$ cat config.mk
export PLATFORM = sky130hd
export DESIGN_NAME = z80_bus_monitor
export DESIGN_NICKNAME = d
export VERILOG_FILES = /design/src/rtl/z80_bus_monitor.sv
export SDC_FILE = /design/constraint.sdc
export NUM_CORES = 1
export LEC_CHECK = 0
export ABC_AREA = 1
export BUFFER_PORTS_ARGS = -buffer_cell sky130_fd_sc_hd__buf_4
export CORE_MARGIN = 1
export CORE_UTILIZATION = 55
export CTS_CLUSTER_DIAMETER = 150
export DETAILED_ROUTE_END_ITERATION = 10
export PLACE_DENSITY_LB_ADDON = 0.25
export SLEW_MARGIN = 10
export SYNTH_ARGS = -nofsm -noshare
export SYNTH_HDL_FRONTEND = slang
export SYNTH_SLANG_ARGS = --single-unit
$ cat constraint.sdc
create_clock -name clk -period 5.26 [get_ports clk]
set_input_delay 1.052 -clock clk [delete_from_list [all_inputs] [get_ports clk]]
set_output_delay 1.052 -clock clk [all_outputs]
set_load 0.005 [all_outputs]
$ cat src/rtl/z80_bus_monitor.sv
// z80_bus_monitor: passive tv80 bus-cycle recorder feeding a first-word-fall-through record FIFO.
// Define Z80_BUS_MONITOR_RFSH_EN to record refresh cycles as type 6; otherwise refresh is treated as idle.
module z80_bus_monitor #(
   parameter int unsigned DEPTH = 16,
   parameter int unsigned TS_W  = 16
) (
   input  logic                   clk,
   input  logic                   reset_n,
   input  logic                   enable,
   input  logic                   m1_n,
   input  logic                   mreq_n,
   input  logic                   iorq_n,
   input  logic                   rd_n,
   input  logic                   wr_n,
   input  logic                   rfsh_n,
   input  logic [15:0]            A,
   input  logic [7:0]             di,
   input  logic [7:0]             dout,
   output logic                   rec_valid,
   input  logic                   rec_ready,
   output logic [2:0]             rec_type,
   output logic [15:0]            rec_addr,
   output logic [7:0]             rec_data,
   output logic [TS_W-1:0]        rec_ts,
   output logic [$clog2(DEPTH):0] level,
   output logic [7:0]             drop_cnt
);

   localparam int unsigned AW = $clog2(DEPTH);
   localparam int unsigned LW = AW + 1;

   localparam logic [2:0] T_FETCH  = 3'd0;
   localparam logic [2:0] T_MEMRD  = 3'd1;
   localparam logic [2:0] T_MEMWR  = 3'd2;
   localparam logic [2:0] T_IORD   = 3'd3;
   localparam logic [2:0] T_IOWR   = 3'd4;
   localparam logic [2:0] T_INTACK = 3'd5;
`ifdef Z80_BUS_MONITOR_RFSH_EN
   localparam logic [2:0] T_RFSH   = 3'd6;
`endif

   typedef struct packed {
      logic [2:0]      typ;
      logic [15:0]     addr;
      logic [7:0]      data;
      logic [TS_W-1:0] ts;
   } rec_t;

   typedef enum logic [1:0] {
      ST_IDLE   = 2'd0,
      ST_ACTIVE = 2'd1,
      ST_PUSH   = 2'd2
   } state_t;

   // S1: registered copy of every bus input; all decoding looks only at these
   logic        s1_m1_n, s1_mreq_n, s1_iorq_n, s1_rd_n, s1_wr_n, s1_rfsh_n;
   logic [15:0] s1_a;
   logic [7:0]  s1_di, s1_dout;

   always_ff @(posedge clk or negedge reset_n) begin
      if (!reset_n) begin
         s1_m1_n   <= 1'b1;
         s1_mreq_n <= 1'b1;
         s1_iorq_n <= 1'b1;
         s1_rd_n   <= 1'b1;
         s1_wr_n   <= 1'b1;
         s1_rfsh_n <= 1'b1;
         s1_a      <= '0;
         s1_di     <= '0;
         s1_dout   <= '0;
      end else begin
         s1_m1_n   <= m1_n;
         s1_mreq_n <= mreq_n;
         s1_iorq_n <= iorq_n;
         s1_rd_n   <= rd_n;
         s1_wr_n   <= wr_n;
         s1_rfsh_n <= rfsh_n;
         s1_a      <= A;
         s1_di     <= di;
         s1_dout   <= dout;
      end
   end

   // Cycle classification, first match wins
   logic       dec_hit_c;
   logic [2:0] dec_type_c;
   logic [7:0] dec_data_c;

   always_comb begin
      dec_hit_c  = 1'b1;
      dec_type_c = T_FETCH;
      if (!s1_m1_n && !s1_iorq_n) begin
         dec_type_c = T_INTACK;
      end else if (!s1_m1_n && !s1_mreq_n && !s1_rd_n) begin
         dec_type_c = T_FETCH;
      end else if (!s1_rfsh_n && !s1_mreq_n) begin
`ifdef Z80_BUS_MONITOR_RFSH_EN
         dec_type_c = T_RFSH;
`else
         dec_hit_c  = 1'b0;
`endif
      end else if (!s1_mreq_n && !s1_rd_n) begin
         dec_type_c = T_MEMRD;
      end else if (!s1_mreq_n && !s1_wr_n) begin
         dec_type_c = T_MEMWR;
      end else if (!s1_iorq_n && !s1_rd_n) begin
         dec_type_c = T_IORD;
      end else if (!s1_iorq_n && !s1_wr_n) begin
         dec_type_c = T_IOWR;
      end else begin
         dec_hit_c  = 1'b0;
      end
      dec_data_c = ((dec_type_c == T_MEMWR) || (dec_type_c == T_IOWR)) ? s1_dout : s1_di;
   end

   logic [TS_W-1:0] ts_cnt;

   always_ff @(posedge clk or negedge reset_n) begin
      if (!reset_n) ts_cnt <= '0;
      else          ts_cnt <= ts_cnt + TS_W'(1);
   end

   state_t state, state_nxt;
   rec_t   cur;
   logic   still_active_c;
   logic   start_c, capture_c, push_c;

   // A type change counts as the latched cycle ending
   assign still_active_c = dec_hit_c && (dec_type_c == cur.typ);

   always_ff @(posedge clk or negedge reset_n) begin
      if (!reset_n) state <= ST_IDLE;
      else          state <= state_nxt;
   end

   always_comb begin
      state_nxt = state;
      case (state)
         ST_IDLE:   if (enable && dec_hit_c) state_nxt = ST_ACTIVE;
         ST_ACTIVE: if (!still_active_c)     state_nxt = ST_PUSH;
         ST_PUSH:   state_nxt = (enable && dec_hit_c) ? ST_ACTIVE : ST_IDLE;
         default:   state_nxt = ST_IDLE;
      endcase
   end

   always_comb begin
      start_c   = 1'b0;
      capture_c = 1'b0;
      push_c    = 1'b0;
      case (state)
         ST_IDLE:   start_c   = enable && dec_hit_c;
         ST_ACTIVE: capture_c = still_active_c;
         ST_PUSH: begin
            push_c  = 1'b1;
            start_c = enable && dec_hit_c;
         end
         default: ;
      endcase
   end

   // In-flight record; address and timestamp only on entry, data on every active edge
   always_ff @(posedge clk or negedge reset_n) begin
      if (!reset_n) begin
         cur <= '0;
      end else if (start_c) begin
         cur.typ  <= dec_type_c;
         cur.addr <= s1_a;
         cur.data <= dec_data_c;
         cur.ts   <= ts_cnt;
      end else if (capture_c) begin
         cur.data <= dec_data_c;
      end
   end

   rec_t           mem [DEPTH];
   rec_t           head, head_nxt;
   logic [AW-1:0]  wr_ptr, rd_ptr;
   logic [LW-1:0]  level_nxt;
   logic           pop_c, full_c, push_ok_c;

   assign pop_c     = rec_valid && rec_ready;
   assign full_c    = (level == LW'(DEPTH));
   assign push_ok_c = push_c && (!full_c || pop_c);
   assign level_nxt = level + LW'(push_ok_c) - LW'(pop_c);

   always_ff @(posedge clk) begin
      if (push_ok_c) mem[wr_ptr] <= cur;
   end

   // Head register: reload only on a pop or when the FIFO goes from empty to non-empty
   always_comb begin
      head_nxt = head;
      if (pop_c && (level_nxt != '0)) begin
         head_nxt = (level == LW'(1)) ? cur : mem[rd_ptr + AW'(1)];
      end else if (!rec_valid && push_ok_c) begin
         head_nxt = cur;
      end
   end

   always_ff @(posedge clk or negedge reset_n) begin
      if (!reset_n) begin
         wr_ptr    <= '0;
         rd_ptr    <= '0;
         level     <= '0;
         rec_valid <= 1'b0;
         head      <= '0;
         drop_cnt  <= '0;
      end else begin
         if (push_ok_c) wr_ptr <= wr_ptr + AW'(1);
         if (pop_c)     rd_ptr <= rd_ptr + AW'(1);
         level     <= level_nxt;
         rec_valid <= (level_nxt != '0);
         head      <= head_nxt;
         if (push_c && !push_ok_c && (drop_cnt != 8'hFF)) drop_cnt <= drop_cnt + 8'd1;
      end
   end

   assign rec_type = head.typ;
   assign rec_addr = head.addr;
   assign rec_data = head.data;
   assign rec_ts   = head.ts;

endmodule
==> impl_results.md <==
- Result of the run: complete, no violations
- Gr usage total: 0.276
- PD cells: 598 nW/um^2
- Leakage: around 16 nW
- Setup crit start: rec_ready
- Hpwl dp: around 48,000 um
- Fin. Hold Viols: 0
- Setup WS pre-CTS: about 0.71 ns
- Mapped Area: approximately 35,000 sq um
- Total grt overflow: 0
- WL per Instance: about 21 um
- DR iter-0 viols: between 2,000 and 3,000
- Clock Skew: about 0.031 ns
- Critical path arrival: around 4.5 ns
- FP Rows: 92
- Critical path type: in -> reg
- Die X: 255 um
- FF/Latch Area: 24,800 sq um
- Layout Utilization: 0.628
- Fill count: 4,728
- Synth Register Bits: 852
- Hold wc startpoint: s1_a[4]
- Slew @ Worst Pin: approximately 1.1 ns
- Worst-Skew Late Latency: between 0.6 and 0.7 ns
- Bufs on Longest Clock Path: 3
- Min Tclk post-route: approximately 4 ns
- Share of cells above drive strength 1: 0.0933
- Multi-input logic area: ~9100 sq um
- Mapped Nets: between 3,000 and 4,000
- Worst min path class: reg -> reg
- Number of routed nets with antenna violations: 0
- CTS Sinks: roughly 850
- Largest net degree at the start of global routing: 195
- Crit Path Max Fanout: 43
- Synth Area per Inst: ~11 sq um
- Vias: 24,100
- Hold Buf Count CTS: 0
- Area grow syn2layout: 12.9%
- Critical Path RT: between 5 and 6 ns
- Unique masters post-synth: 35
- Worst slew margin: 0.247
- Die height: approximately 250 um
- Setup Fix Bufs, Post-CTS: 0
- Worst r2r src: rec_valid
- CTS Buf Count: 85
- VDD IR-drop max: between 0.0004 and 0.0005 V
- Final Worst Setup Slack: ~1.3 ns
- Sequential-to-total area share from yosys stat: 0.704
- Setup TNS Final: 0 ns
- Placer Congestion: between 0.8 and 0.9
- H-tree depth: 3
- Slew Viols, Final: 0
- WL final: approximately 90,000 um
- CP endpoint kind: flip-flop
- Initial Util: 0.557
- # port buffers: 98
- Core box area: approximately 63,000 sq um
- I/O pin count: 99
- TritonCTS clock tree: yes
- Post_cts resized: 0
- Root Buffer: clkbuf_16
- Drt drc: 0
- Tcrit/Tclk final: 0.756
- Via density per instance: ~5.6
- Hold slack: around 0.46 ns
- Die Area: 65,000 sq um
- Startpoint types: primary input
- Max Cap Viol: 0
- First-pass GRT wire length: 134,000 um
- Nets@finish: ~3,400
- Syn. warnings: 0
- TritonRoute pass-1 iters: 6
- Vias in the first global route: between 20,000 and 25,000
- Achievable Freq: 251 MHz
- Initial antenna violation count: 1
- Clk pin slew, worst setup/hold paths: 0.06 ns
- Final setup vio count: 0
- Mapped Cells: approximately 3,300
- RSZ-0062 raised after global routing: false
per-layer routing:
layer  GRT usage  vias to the layer above  part of all wire  routed length [um]
met3      0.0487                      159             0.099                8740
met2       0.444                     1217              0.47               41100
met1       0.392                    11600              0.41               36300
met5           0                        -                 0                   0
met4      0.0727                        0             0.023                2030
li1            -                    11100                 -                   -
cells in the mapped netlist (all sizes together):
cell type / count / share of area
nand4: 11 / 0.0024
mux2: 2 / 0.00064
nor2: 236 / 0.025
xor2: 18 / 0.0045
a21oi: 4 / 0.00068
fa: 1 / 0.00057
dfstp: 6 / 0.0045
a32oi: 1 / 0.00025
o2111ai: 1 / 0.00043
ha: 13 / 0.0046
o22ai: 1 / 0.00036
and3b: 1 / 0.00025
xnor2: 7 / 0.0020
buf: 120 / 0.018
inv: 176 / 0.019
edfxtp: 688 / 0.59
o21ai: 223 / 0.032
dfrtp: 158 / 0.11
clkbuf: 49 / 0.0052
nor3: 5 / 0.00085
nand2: 1292 / 0.14
nand3: 287 / 0.041
or2: 1 / 0.00018
final timing paths:
check / end / slack (ns) / depth (start not counted)
setup / recovery: rec_data[1] / 1.28 / 20
hold / removal: cur[28] / 0.46 / 2
setup reg to reg: rec_data[1] / 1.37 / 19
hold reg to reg: cur[28] / 0.46 / 2
max in group asynchronous: rd_ptr[0] / 3.73 / 2
min in group asynchronous: cur[2] / 0.49 / 1
cell usage in the layout, fill, tap and decap left out, types with 18 or more instances in the layout:
master,instances
buf_12,18
clkbuf_16,87
o21ai_0,197
nand2_1,1289
nor2_4,18
nor2_1,216
edfxtp_1,688
xor2_1,18
clkbuf_1,20
inv_1,172
o21ai_1,26
clkinv_2,18
buf_4,129
nand3_1,286
dfrtp_1,157
where the power goes:
group / total [mW] / internal [mW] / switching [mW]
Sequential: 8.87 / 8.10 / 0.774
Combinational: 8.95 / 2.72 / 6.24
Clock: 5.94 / 3.40 / 2.54
Total: 23.8 / 14.2 / 9.55
per-stage QoR:
| step | cell area (sq um) | std cells | power (mW) |
|---|---|---|---|
| floorplan | 35200 | 3301 | 14.7 |
| global placement | 36900 | 4126 | 17.7 |
| detailed placement | 36900 | 4126 | 17.8 |
| CTS | 39700 | 4285 | 23.8 |
| global route | 39700 | 4285 | 25.2 |
| finish | 39700 | 4286 | 23.8 |
area by class of cell:
class / instances / area share
well taps: 846 / 0.0267
flip-flops and latches: 852 / 0.624
repair buffers: 148 / 0.0338
clock inverters: 42 / 0.00945
multi-input cells: 2104 / 0.229
inverters: 176 / 0.0171
clock buffers: 117 / 0.0602
diodes: 1 / 0.0000630
logic make-up after synthesis:
logic type,Yosys count,synth area share
simple gates,1833,0.208
flops,852,0.704
buf+inv,345,0.0421
compound gates,230,0.0334
xor+xnor,25,0.00644
fa+ha+maj,14,0.00519
mux,2,0.000640
sequential cells by signal (all words and copies together), names as in the netlist, 2 cells and up:
name,cells
ts_cnt,16
state,2
rec_data,8
mem,688
s1_a,16
rec_type,3
rec_ts,16
rec_addr,16
s1_di,8
rd_ptr,4
drop_cnt,8
level,5
wr_ptr,4
s1_dout,8
cur,43
worst max-delay path, stage by stage:
cell and delay, ns:
buf_4 0.11, nand2_1 0.35, nand4_1 0.22, nand2_1 0.25, ha_1 0.28, inv_1 0.07
ha_1 0.18, inv_1 0.07, fa_1 0.40, inv_1 0.09, nand3_1 0.09, nand2_1 0.08
nand2_1 0.05, nand2_1 0.11, nor2_2 0.09, nor2_4 0.07, buf_4 0.53, nand3_1 0.19
nand3_1 0.13, nand2_1 0.07
Note: power is estimated with default switching activity, not from simulation.
